`src/rtl/seq_divider_if.sv`:
```
// Request/response bundle between a divider client and the seq_divider engine.
// The client drives operands and start; the engine returns the result and status pulses.
interface seq_divider_if #(
  parameter int WIDTH = 32
);
  logic             start;
  logic             div_signed;
  logic [WIDTH-1:0] a;
  logic [WIDTH-1:0] b;
  logic [WIDTH-1:0] Hi;
  logic [WIDTH-1:0] Lo;
  logic             busy;
  logic             div_end;
  logic             div_zero;
  logic             div_ovf;

  modport master (
    output start, div_signed, a, b,
    input  Hi, Lo, busy, div_end, div_zero, div_ovf
  );

  modport slave (
    input  start, div_signed, a, b,
    output Hi, Lo, busy, div_end, div_zero, div_ovf
  );
endinterface

```
`src/rtl/seq_divider.sv`:
```
// Multi-cycle restoring divider: one quotient bit per clock on operand magnitudes,
// with sign fix-up on the way out. Signed or unsigned is chosen per request.
module seq_divider #(
  parameter int WIDTH          = 32,
  parameter bit SIGNED_DEFAULT = 1'b1
) (
  input logic          clk,
  input logic          reset,
  seq_divider_if.slave bus
);
  localparam int               CW   = $clog2(WIDTH);
  localparam logic [CW-1:0]    LAST = CW'(WIDTH - 1);
  localparam logic [WIDTH-1:0] MIN  = {1'b1, {(WIDTH-1){1'b0}}};

  generate
    if (WIDTH < 4 || WIDTH > 64 || SIGNED_DEFAULT > 1'b1) begin : g_bad_param
      $error("seq_divider: WIDTH must be 4..64");
    end
  endgenerate

  typedef enum logic [1:0] {IDLE, CALC, FINISH} state_t;

  state_t           r_state;
  logic [CW-1:0]    r_cnt;
  logic [WIDTH-1:0] r_a;
  logic [WIDTH-1:0] r_b;
  logic             r_sgn;
  logic             r_q_neg;
  logic             r_r_neg;
  logic [WIDTH-1:0] r_dvs;
  logic [WIDTH-1:0] r_q;
  logic [WIDTH:0]   r_rem;
  logic [WIDTH-1:0] r_hi;
  logic [WIDTH-1:0] r_lo;
  logic             r_busy;
  logic             r_div_end;
  logic             r_div_zero;
  logic             r_div_ovf;

  logic             w_a_neg;
  logic             w_b_neg;
  logic [WIDTH-1:0] w_a_mag;
  logic [WIDTH-1:0] w_b_mag;
  logic [WIDTH+1:0] w_shift;
  logic [WIDTH+1:0] w_diff;
  logic             w_ge;
  logic [WIDTH-1:0] w_lo_fix;
  logic [WIDTH-1:0] w_hi_fix;
  logic             w_ovf;

  assign w_a_neg = bus.div_signed & bus.a[WIDTH-1];
  assign w_b_neg = bus.div_signed & bus.b[WIDTH-1];
  assign w_a_mag = w_a_neg ? -bus.a : bus.a;
  assign w_b_mag = w_b_neg ? -bus.b : bus.b;

  // Partial remainder never exceeds the divisor, so the extra top bits only carry the borrow.
  assign w_shift = {r_rem, r_q[WIDTH-1]};
  assign w_diff  = w_shift - {2'b00, r_dvs};
  assign w_ge    = ~w_diff[WIDTH+1];

  assign w_lo_fix = r_q_neg ? -r_q : r_q;
  assign w_hi_fix = r_r_neg ? -r_rem[WIDTH-1:0] : r_rem[WIDTH-1:0];
  // MIN / -1: magnitude 2^(W-1) negates back onto itself, so Lo is already MIN.
  assign w_ovf    = r_sgn && (r_a == MIN) && (r_b == {WIDTH{1'b1}});

  always_ff @(posedge clk) begin
    if (reset) begin
      r_state    <= IDLE;
      r_cnt      <= '0;
      r_a        <= '0;
      r_b        <= '0;
      r_sgn      <= 1'b0;
      r_q_neg    <= 1'b0;
      r_r_neg    <= 1'b0;
      r_dvs      <= '0;
      r_q        <= '0;
      r_rem      <= '0;
      r_hi       <= '0;
      r_lo       <= '0;
      r_busy     <= 1'b0;
      r_div_end  <= 1'b0;
      r_div_zero <= 1'b0;
      r_div_ovf  <= 1'b0;
    end else begin
      r_div_end  <= 1'b0;
      r_div_zero <= 1'b0;
      r_div_ovf  <= 1'b0;
      case (r_state)
        IDLE: begin
          if (bus.start) begin
            if (bus.b == '0) begin
              r_div_zero <= 1'b1;
            end else begin
              r_a     <= bus.a;
              r_b     <= bus.b;
              r_sgn   <= bus.div_signed;
              r_q_neg <= w_a_neg ^ w_b_neg;
              r_r_neg <= w_a_neg;
              r_q     <= w_a_mag;
              r_dvs   <= w_b_mag;
              r_rem   <= '0;
              r_cnt   <= '0;
              r_busy  <= 1'b1;
              r_state <= CALC;
            end
          end
        end
        CALC: begin
          r_rem <= w_ge ? w_diff[WIDTH:0] : w_shift[WIDTH:0];
          r_q   <= {r_q[WIDTH-2:0], w_ge};
          r_cnt <= r_cnt + CW'(1);
          if (r_cnt == LAST) r_state <= FINISH;
        end
        FINISH: begin
          r_lo      <= w_lo_fix;
          r_hi      <= w_hi_fix;
          r_div_end <= 1'b1;
          r_div_ovf <= w_ovf;
          r_busy    <= 1'b0;
          r_state   <= IDLE;
        end
        default: r_state <= IDLE;
      endcase
    end
  end

  assign bus.Hi       = r_hi;
  assign bus.Lo       = r_lo;
  assign bus.busy     = r_busy;
  assign bus.div_end  = r_div_end;
  assign bus.div_zero = r_div_zero;
  assign bus.div_ovf  = r_div_ovf;
endmodule

```
`src/flat_wrapper.sv`:
```
// flat-port wrapper written by rule: the top's interface ports become plain ports
module seq_divider_flat 
#(
  parameter int WIDTH          = 32,
  parameter bit SIGNED_DEFAULT = 1'b1
)
  (clk, reset, bus_start, bus_div_signed, bus_a, bus_b, bus_Hi, bus_Lo, bus_busy, bus_div_end, bus_div_zero, bus_div_ovf);
  seq_divider_if #(.WIDTH(WIDTH)) bus_i ();
  input logic clk;
  input logic reset;
  input wire logic [$bits(bus_i.start)-1:0] bus_start;
  input wire logic [$bits(bus_i.div_signed)-1:0] bus_div_signed;
  input wire logic [$bits(bus_i.a)-1:0] bus_a;
  input wire logic [$bits(bus_i.b)-1:0] bus_b;
  output wire logic [$bits(bus_i.Hi)-1:0] bus_Hi;
  output wire logic [$bits(bus_i.Lo)-1:0] bus_Lo;
  output wire logic [$bits(bus_i.busy)-1:0] bus_busy;
  output wire logic [$bits(bus_i.div_end)-1:0] bus_div_end;
  output wire logic [$bits(bus_i.div_zero)-1:0] bus_div_zero;
  output wire logic [$bits(bus_i.div_ovf)-1:0] bus_div_ovf;
  assign bus_i.start = bus_start;
  assign bus_i.div_signed = bus_div_signed;
  assign bus_i.a = bus_a;
  assign bus_i.b = bus_b;
  assign bus_Hi = bus_i.Hi;
  assign bus_Lo = bus_i.Lo;
  assign bus_busy = bus_i.busy;
  assign bus_div_end = bus_i.div_end;
  assign bus_div_zero = bus_i.div_zero;
  assign bus_div_ovf = bus_i.div_ovf;
  seq_divider #(.WIDTH(WIDTH), .SIGNED_DEFAULT(SIGNED_DEFAULT)) u_core (.clk(clk), .reset(reset), .bus(bus_i));
endmodule
```
`config.mk`:
```
export PLATFORM = sky130hd
export DESIGN_NAME = seq_divider_flat
export DESIGN_NICKNAME = d
export VERILOG_FILES = /design/src/rtl/seq_divider_if.sv /design/src/rtl/seq_divider.sv /design/src/flat_wrapper.sv
export SDC_FILE = /design/constraint.sdc
export NUM_CORES = 1
export LEC_CHECK = 0
export BUFFER_PORTS_ARGS = -buffer_cell sky130_fd_sc_hd__buf_2
export CAP_MARGIN = 20
export CORE_MARGIN = 2
export CORE_UTILIZATION = 35
export DETAILED_ROUTE_END_ITERATION = 12
export GPL_ROUTABILITY_DRIVEN = 0
export SLEW_MARGIN = 5
export SYNTH_ARGS = -nofsm -noshare
export SYNTH_HDL_FRONTEND = slang
export SYNTH_SLANG_ARGS = --single-unit
```
`constraint.sdc`:
```
create_clock -name clk -period 3.2 [get_ports clk]
set_input_delay 0.16 -clock clk [delete_from_list [all_inputs] [get_ports clk]]
set_output_delay 0.16 -clock clk [all_outputs]
set_load 0.03 [all_outputs]
```
==> metrics.csv, run 1 <==
stage,metric,value,unit
power_and_ir_drop,powerDensity,465,nW/um^2
placed_design,portBuffers,135,
floorplan,die_h,196,microns
route,drt-pass1-iter-count,8,
sta,fmax,330,MHz
global_routing,grt_pass1_wl,60800,microns
placed_design,placed_cells,2177,
route,wl_met1,18400,microns
route,met3_length,1960,microns
global_routing,grt_max_degree,92,
sta,worstMarginPinSlew,975,ps
power_and_ir_drop,total_power,7390,uW
worst_setup_path,path_common_cell,or4_4,
route,post_drt_via_cell_ratio,5.28,
synthesis,ys_seq_area_share,36.8,%
synthesis,syn_nets,1731,
layout,diodes,0,
cts,clkSinkCount,238,
floorplan,num_io_pins,136,
synthesis,syn_area,12900,sq um
placed_design,dp_hpwl,27200,microns
route,top_layer_used,met4,
power_and_ir_drop,leakage,0.00648,uW
floorplan,initial_core_util,35.4,%
synthesis,synth-edff-count,0,
floorplan,coreArea,36500,sq um
layout,fin_util,43.5,%
layout,multi_input_area,7660,sq um
global_routing,antenna_found_initial,0,
synthesis,netlist_instances,1624,
global_routing,first_global_vias,11400,
synthesis,synth.area.top_cells,"dfxtp_1 37%, nand2_1 7.2%, xor2_1 6.1%",
cts,cts_buffers,27,
synthesis,synth-main-ff-cell,dfxtp_1,
layout,final_area,15900,sq um
synthesis,synth_cell_types,70,
worst_setup_path,rrSetupSlack,170,ps
worst_setup_path,cp_max_fo,7,
global_routing,grt_util_all_layers,19.2,%
sta,hold_viol_final,0,
synthesis,yosys.area.top_type_share,36.8,%
floorplan,num_rows,70,
cts,clockRootBuffer,clkbuf_16,
cts,postCtsSetupRepairBufs,0,
min_path,whs_path_depth,3,
sta,final-max-slew-violation-count,0,
placed_design,postPlaceCellArea,14300,sq um
cts,insertion_delay,540,ps
layout,instances_no_fill,2289,
synthesis,synth_warnings,0,
worst_setup_path,slowest_stage,or4_4,
worst_setup_path,path_cells,or4_4 > or4_4 > or3_4 > or4_4 > nand2b_4 > o21ai_1 > xor2_1 > a211oi_1,
layout,fillCellCount,3600,
layout,area_growth,22.6,%
route,vias,12100,
layout,regArea,4760,sq um
worst_setup_path,cp.arrival,3410,ps
route,drt-total-wl,37600,microns
floorplan,die-area,38500,sq um
worst_setup_path,critPathRequiredTime,3580,ps
synthesis,yosysMostFrequentCell,nand2_1,
route,post_drt_wl_per_cell,16.4,microns
sta,setup_viol,0,
sta,final.setup.tns,0,ps
synthesis,ys_top_cells_by_count,"249 x nand2_1, 238 x dfxtp_1, 156 x nor2_1, 135 x a21oi_1, 90 x xor2_1",
power_and_ir_drop,max-vdd-ir-drop,0.373,mV
route,final_antenna_net_count,0,
run_status,outcome,"complete, no violations",
global_routing,overflow,0,
synthesis,synth_area_leader_cell,dfxtp_1,
floorplan,die_w,196,microns
worst_setup_path,end_kind,register,
route,drc,0,
worst_setup_path,worst-setup-path-type,register to register,
job,cap_viol_max_count,0,
worst_setup_path,slowest_delay,520,ps
layout,drive_gt1_share,14.4,%
sta,fin_crit_sh,94.8,%
cts,cts_buffer_depth,3,
worst_setup_path,cp-start-kind,register,
layout,final_nets,1910,
sta,skew,22.1,ps
worst_setup_path,ff2ff_path_depth,8,
synthesis,ys_seq_elements,238,
sta,rsz0062_at_grt,false,
route,wl_met2,16300,microns
synthesis,synthArstFlopShare,0,%
cts,cts_tree,yes,
route,dr.first_iter.drc_count,772,
synthesis,syn_avg_cell_area,7.97,sq um
sta,relSlewSlack,34.9,%
sta,layout_min_cycle_time,3030,ps
cts,htreeDepth,1,
cts,clk_pin_slew,60,ps
min_path,hold_class,input pin to register,
## worst paths after layout
kind	end	from
worst max-delay path	u_core.bus.Hi[30]	u_core.r_rem[7]
worst min-delay path	u_core.r_a[0]	bus_a[0]
worst max register to register	u_core.bus.Hi[30]	u_core.r_rem[7]
worst min register to register	u_core.r_b[1]	u_core.r_b[1]
## timing repair
| action | 4_1_cts | 5_1_grt |
|---|---|---|
| hold buffers | 64 | 0 |
| setup endpoints to repair | 0 | 38 |
| gates resized for setup | 0 | 12 |
| endpoints found under the hold margin | 79 | 0 |
## worst max-delay path: cells and delay by family (launching register included)
kind                      cells  cell delay [ps]
xor gates and xnor gates      1              160
DFF                           1              390
AOI/OAI and AO/OA             2              260
and+or+nand+nor               5             2040
## through the flow
stage / setup slack [ps] / hold WS (ps)
after CTS: 5.17 / 13.5
after detailed placement: -32.7 / 442
after floorplan: 281 / 296
after global placement: 17.2 / 433
final: 167 / 49.0
after global routing: 4.16 / 22.3
## cell usage in the layout (no fill, tap or decap), types with 6 or more instances in the layout
| cell | n |
|---|---|
| a222oi_1 | 20 |
| a211oi_1 | 85 |
| dfxtp_1 | 238 |
| or3_1 | 9 |
| mux2i_1 | 29 |
| inv_1 | 58 |
| ha_1 | 38 |
| o21bai_1 | 6 |
| dlygate4sd3_1 | 64 |
| xor2_1 | 90 |
| buf_2 | 134 |
| o41ai_1 | 11 |
| a31oi_1 | 9 |
| a21o_1 | 9 |
| buf_12 | 7 |
| nor2_1 | 155 |
| nor2b_1 | 9 |
| nand2b_1 | 7 |
| nand2_1 | 248 |
| and2_1 | 8 |
| o21ai_0 | 81 |
| o31ai_1 | 30 |
| nand3_1 | 13 |
| a22oi_1 | 13 |
| nor4_1 | 20 |
| clkbuf_8 | 7 |
| and3_1 | 14 |
| nor3b_1 | 6 |
| xnor2_1 | 54 |
| nand4_1 | 15 |
| clkbuf_16 | 27 |
| or4_1 | 13 |
| nor3_1 | 23 |
| buf_4 | 41 |
| a21oi_1 | 135 |
## layer usage
layer	up-vias	GRT usage, %
li1	6153	-
met1	5543	27.8
met2	330	30.1
met3	62	2.23
met4	0	5.08
met5	-	0
## layout make-up
type,count,share of cell area (%)
timing repair buffer,248,11.2
clock buffer,39,4.98
multi-input combinational,1230,48.3
sequential,238,30.0
clock inverter,8,0.457
tap,468,3.69
inverter,58,1.37
## flip-flops by register name, summed over array words and instances, names as in the netlist, 2 cells and up
register        flops
u_core.r_rem       33
u_core.bus.Hi      32
u_core.bus.Lo      32
u_core.r_a         32
u_core.r_dvs       32
u_core.r_q         32
u_core.r_b         31
u_core.r_cnt        5
u_core.r_state      2
## where the power goes
group	switching (uW)	internal (uW)	leakage, uW	total, uW
Combinational	703	486	0.00411	1190
Clock	1230	1780	0.000431	3010
Sequential	101	3090	0.00194	3190
Total	2030	5360	0.00648	7390
## cells by family after synthesis
group	after synthesis	synth area share (%)
AOI/OAI and AO/OA	442	22.4
xor gates and xnor gates	144	9.75
adders and majority gates	39	3.83
buffers and inverters	157	4.66
DFF	238	36.8
muxes	30	2.33
and+or+nand+nor	574	20.2
(Power assumes the default switching activity.)
==> inputs of run 2 (changes only) <==
--- a/config.mk
+++ b/config.mk
@@ -11,6 +11,7 @@
 export CORE_UTILIZATION = 35
 export DETAILED_ROUTE_END_ITERATION = 12
 export GPL_ROUTABILITY_DRIVEN = 0
+export PLACE_DENSITY_LB_ADDON = 0.12
 export SLEW_MARGIN = 5
 export SYNTH_ARGS = -nofsm -noshare
 export SYNTH_HDL_FRONTEND = slang
==> metrics.csv, run 2 (same netlist as run 1, synthesis figures left out) <==
stage,metric,value,unit,change
route,post_drt_wl_per_cell,16.6,microns,+0.96%
floorplan,num_io_pins,136,,unchanged
layout,most-common-layout-cells,"248 x nand2_1, 238 x dfxtp_1, 155 x nor2_1",,
placed_design,placed_cells,2188,,+0.51%
worst_setup_path,slowest_stage,or4_1,,
cts,clockRootBuffer,clkbuf_16,,
sta,setup_viol,0,,unchanged
worst_setup_path,critPathRequiredTime,3660,ps,+80 ps
route,final_antenna_net_count,0,,unchanged
layout,largest_reg_flops,33,,unchanged
global_routing,grt_max_degree,98,,+6.5%
worst_setup_path,path_cells,or4_4 > or4_1 > or3_1 > nor4_1 > nand2_1 > o41ai_1 > xor2_1 > a211oi_1,,
layout,final_area,16100,sq um,+1.6%
sta,relSlewSlack,30.4,%,-4.5 points
layout,final_nets,1923,,+0.68%
power_and_ir_drop,switching_share,26.6,%,-0.94 points
floorplan,die-area,38500,sq um,unchanged
power_and_ir_drop,power_frac_seq,40.3,%,-2.8 points
worst_setup_path,worst-setup-path-type,register to register,,
worst_setup_path,end_kind,register,,
global_routing,first_global_vias,11100,,-2.4%
sta,layout_setup_ws,133,ps,-33.5 ps
route,dr.first_iter.drc_count,768,,-0.52%
placed_design,postPlaceCellArea,14400,sq um,+0.84%
global_routing,grt_pass1_wl,61600,microns,+1.2%
power_and_ir_drop,combPwrFrac,15.4,%,-0.7 points
cts,cts_buffer_depth,3,,unchanged
sta,fin_crit_sh,95.8,%,+1.0 points
sta,rsz0062_at_grt,false,,
global_routing,grt_util_all_layers,19.7,%,+0.56 points
sta,hold_viol_final,0,,unchanged
global_routing,overflow,0,,unchanged
floorplan,num_rows,70,,unchanged
placed_design,pre_cts_ws,-5.26,ps,+27.5 ps
layout,layout_commonest_cell,nand2_1,,
placed_design,portBuffers,135,,unchanged
min_path,hold_class,input pin to register,,
power_and_ir_drop,leakage,0.00661,uW,+2.0%
power_and_ir_drop,p_int,5810,uW,+8.5%
layout,fillCellCount,3691,,+2.5%
layout,instances_no_fill,2306,,+0.74%
power_and_ir_drop,powerDensity,490,nW/um^2,+5.4%
worst_setup_path,slowest_delay,540,ps,+20 ps
layout,multi_input_area,7630,sq um,-0.42%
cts,htreeDepth,1,,unchanged
cts,clk_pin_slew,60,ps,about the same
power_and_ir_drop,pwr-share-clk,44.3,%,+3.5 points
sta,fmax,326,MHz,-1.1%
worst_setup_path,cp-start-kind,register,,
layout,diodes,0,,unchanged
cts,cts_buffers,29,,+7.4%
cts,clkSinkCount,238,,unchanged
route,drc,0,,unchanged
sta,worstMarginPinSlew,1040,ps,+68.1 ps
cts,cts_tree,yes,,
route,post_drt_via_cell_ratio,5.20,,-1.5%
floorplan,coreArea,36500,sq um,unchanged
worst_setup_path,cp_max_fo,7,,unchanged
global_routing,antenna_found_initial,0,,unchanged
sta,hold_ws,25.7,ps,-23.3 ps
power_and_ir_drop,switchingPower,2100,uW,+3.4%
route,vias,12000,,-0.81%
job,cap_viol_max_count,0,,unchanged
sta,final-max-slew-violation-count,0,,unchanged
worst_setup_path,cp.arrival,3530,ps,+120 ps
route,drt-total-wl,38300,microns,+1.7%
floorplan,die_w,196,microns,unchanged
floorplan,initial_core_util,35.4,%,unchanged
layout,area_growth,24.7,%,
layout,top_register,u_core.r_rem,,
layout,drive_gt1_share,14.8,%,+0.41 points
sta,skew,11.1,ps,-11.0 ps
cts,insertion_delay,560,ps,+20 ps
placed_design,dp_hpwl,28600,microns,+5.1%
floorplan,die_h,196,microns,unchanged
route,drt-pass1-iter-count,6,,-2
layout,regArea,4760,sq um,unchanged
power_and_ir_drop,max-vdd-ir-drop,0.449,mV,+20%
sta,layout_min_cycle_time,3070,ps,+33.5 ps
run_status,outcome,"complete, no violations",,
==> run 2: final timing paths <==
path	cells after the start	slack, ps	from	to
max	8	130	u_core.r_rem[7]	u_core.bus.Hi[29]
min	2	30	reset	u_core.r_b[31]
min reg2reg	2	450	u_core.r_b[1]	u_core.r_b[1]
max reg2reg	8	130	u_core.r_rem[7]	u_core.bus.Hi[29]
==> run 2: power by group through the flow <==
stage | clock network [uW] | registers, uW | logic [uW]
3_3_place_gp | 0 | 3250 | 1140
5_1_grt | 3720 | 3200 | 1360
2_1_floorplan | 0 | 3220 | 785
3_5_place_dp | 0 | 3250 | 1150
4_1_cts | 3600 | 3190 | 1210
6_report | 3510 | 3190 | 1220
==> run 2: layout make-up <==
| cell class | count | share of cell area, % |
|---|---|---|
| clock buffers | 43 | 5.26 |
| clock inverters | 10 | 1.12 |
| inverters | 58 | 1.35 |
| multi-input cells | 1229 | 47.3 |
| flip-flops and latches | 238 | 29.5 |
| well taps | 468 | 3.63 |
| repair buffers | 260 | 11.8 |
==> run 2: per-layer routing <==
layer	GRT usage [%]	part of all wire [%]	up-vias
met3	2.13	4.4	39
met2	28.1	41	270
met4	4.35	1.5	0
met1	31.3	53	5502
met5	0	0	-
li1	-	-	6179
==> run 2: what timing repair did <==
action,CTS,global route
gates resized for setup,0,6
setup endpoints to repair,0,36
buffers inserted,0,0
hold buffers,65,0
hold endpoints to repair,72,0
==> run 2: per-stage QoR <==
stage | setup TNS [ps] | total power (uW) | utilization [%]
final | 0 | 7910 | 44.2
after global routing | 0 | 8280 | 44.2
after CTS | 0 | 8000 | 44.1
after detailed placement | -5.26 | 4400 | 39.5
after global placement | -7.58 | 4390 | 39.5
after floorplan | 0 | 4000 | -
==> run 2: critical path: cells and delay by family (launching register included) <==
| kind | cells | cell delay (ps) |
|---|---|---|
| xor+xnor | 1 | 120 |
| flops | 1 | 380 |
| simple gates | 5 | 1910 |
| compound gates | 2 | 570 |
==> inputs of run 3 (changes only) <==
--- a/config.mk
+++ b/config.mk
@@ -5,11 +5,11 @@
 export SDC_FILE = /design/constraint.sdc
 export NUM_CORES = 1
 export LEC_CHECK = 0
-export BUFFER_PORTS_ARGS = -buffer_cell sky130_fd_sc_hd__buf_2
 export CAP_MARGIN = 20
 export CORE_MARGIN = 2
 export CORE_UTILIZATION = 35
 export DETAILED_ROUTE_END_ITERATION = 12
+export DONT_BUFFER_PORTS = 1
 export GPL_ROUTABILITY_DRIVEN = 0
 export PLACE_DENSITY_LB_ADDON = 0.12
 export SLEW_MARGIN = 5
==> metrics.csv, run 3 (same netlist as run 1, synthesis figures left out) <==
stage,metric,value,unit,change
route,post_drt_via_cell_ratio,5.43,,+4.5%
sta,layout_setup_ws,166,ps,+33.0 ps
layout,most-common-layout-cells,"248 x nand2_1, 238 x dfxtp_1, 155 x nor2_1",,
sta,worstMarginPinSlew,970,ps,-72.8 ps
worst_setup_path,end_kind,register,,
cts,insertion_delay,570,ps,about the same
worst_setup_path,worst-setup-path-type,register to register,,
sta,fin_crit_sh,94.8,%,-1.0 points
sta,hold_viol_final,0,,unchanged
job,cap_viol_max_count,0,,unchanged
global_routing,first_global_vias,11200,,+0.90%
cts,clkSinkCount,238,,unchanged
worst_setup_path,cp-start-kind,register,,
power_and_ir_drop,max-vdd-ir-drop,0.358,mV,-20%
worst_setup_path,r2r-end,u_core.bus.Hi[25],,
floorplan,num_io_pins,136,,unchanged
placed_design,dp_hpwl,28000,microns,-2.3%
cts,htreeDepth,1,,unchanged
sta,relSlewSlack,35.3,%,+4.9 points
cts,clk_pin_slew,60,ps,about the same
layout,final_nets,1803,,-6.2%
placed_design,portBuffers,0,,-100%
global_routing,antenna_found_initial,0,,unchanged
sta,setup_viol,0,,unchanged
cts,cts_buffer_depth,3,,unchanged
power_and_ir_drop,powerDensity,494,nW/um^2,+0.67%
cts,cts_tree,yes,,
worst_setup_path,cp.arrival,3440,ps,-90 ps
global_routing,grt_pass1_wl,64600,microns,+5.0%
sta,final.setup.tns,0,ps,unchanged
sta,fmax,330,MHz,+1.1%
global_routing,use_met1,32.3,%,+0.95 points
floorplan,die_w,196,microns,unchanged
cts,cts_buffers,28,,-3.4%
layout,fin_util,42.6,%,-1.5 points
worst_setup_path,cp_max_fo,7,,unchanged
route,vias,11900,,-1.0%
worst_setup_path,critPathRequiredTime,3610,ps,-50 ps
route,dr.first_iter.drc_count,940,,+22%
cts,clockRootBuffer,clkbuf_16,,
sta,layout_min_cycle_time,3030,ps,-33.0 ps
global_routing,use_met3,4.73,%,+2.6 points
min_path,hold_class,input pin to register,,
cts,postCtsSetupRepairBufs,0,,unchanged
global_routing,grt_max_degree,177,,+81%
floorplan,initial_core_util,35.4,%,unchanged
route,drc,0,,unchanged
global_routing,busiest_layer,met1,,
worst_setup_path,ff2ff_path_depth,7,,-1
floorplan,num_rows,70,,unchanged
route,post_drt_wl_per_cell,18.8,microns,+13%
global_routing,grt_util_all_layers,21.0,%,+1.3 points
layout,top_register,u_core.r_rem,,
floorplan,die_h,196,microns,unchanged
power_and_ir_drop,leakage,0.00605,uW,-8.5%
sta,skew,15.1,ps,+4.00 ps
worst_setup_path,rrSetupSlack,170,ps,+30 ps
placed_design,pre_cts_ws,116,ps,+121 ps
layout,diodes,0,,unchanged
sta,rsz0062_at_grt,false,,
floorplan,coreArea,36500,sq um,unchanged
global_routing,met2_usage,29.2,%,+1.2 points
run_status,outcome,"complete, no violations",,
global_routing,overflow,0,,unchanged
route,drt-pass1-iter-count,6,,unchanged
floorplan,die-area,38500,sq um,unchanged
layout,largest_reg_flops,33,,unchanged
route,final_antenna_net_count,0,,unchanged
worst_setup_path,r2r_start,u_core.r_rem[7],,
worst_setup_path,crit_start,u_core.r_rem[7],,
route,drt-total-wl,41000,microns,+7.2%
layout,area_growth,20.4,%,
layout,layout_commonest_cell,nand2_1,,
layout,drive_gt1_share,7.05,%,-7.8 points
sta,final-max-slew-violation-count,0,,unchanged
worst_setup_path,cp-endpoint,u_core.bus.Hi[25],,
-- run 3: cell types whose count changed in the layout (fill, tap and decap cells not counted), sizes merged --
cell         before  now
clkbuf           43   42
bufinv            5    3
buf             195   45
dlygate4sd3      65   96
clkinv            4    5
-- run 3: final cells by class --
class / instances / area [sq um]
clock buffers: 42 / 825
flip-flops and latches: 238 / 4760
repair buffers: 141 / 1420
multi-input cells: 1229 / 7640
fillers: 3700 / 20900
well taps: 468 / 586
inverters: 58 / 218
clock inverters: 9 / 123
-- run 3: routing by layer --
layer / routed length [microns] / up-vias
met2: 16200 / 321
met1: 20900 / 5557
li1: - / 5940
met5: 0 / -
met3: 3090 / 52
met4: 821 / 0
-- run 3: worst min path at each step --
| stage | start | to | cells after the start |
|---|---|---|---|
| floorplan | bus_a[29] | u_core.r_a[29] | 2 |
| global placement | reset | u_core.r_b[28] | 1 |
| detailed placement | reset | u_core.r_a[29] | 1 |
| CTS | bus_b[6] | u_core.r_dvs[6] | 2 |
| global route | bus_a[14] | u_core.r_q[15] | 4 |
| finish | bus_b[6] | u_core.r_dvs[6] | 2 |
-- run 3: repair_timing --
| action | in CTS | in global routing |
|---|---|---|
| setup endpoints to repair | 0 | 35 |
| endpoints found under the hold margin | 204 | 0 |
| resized for setup | 0 | 8 |
| hold buffers | 97 | 0 |
-- run 3: report_power, final --
group          internal, uW  switching, uW
sequential             3090            102
combinational           491            683
clock                  2010           1320
total                  5580           2100
-- run 3: metrics by stage --
stage               power [uW]  cells  hold WS [ps]  instance area (sq um)
detailed placement        4240   2037           255                  13600
global placement          4240   2037           253                  13600
CTS                       7780   2185          1.11                  15500
global route              8050   2185          26.9                  15600
floorplan                 4000   1624           296                  12900
finish                    7690   2185          15.4                  15600
-- run 3: worst max-delay path, stage by stage, from the launching register on --
cell      delay (ps)
dfxtp_1          380
or4_4            520
or4_1            530
or3_1            420
or4_1            460
o41ai_2          250
xor2_1           220
a211oi_1          90
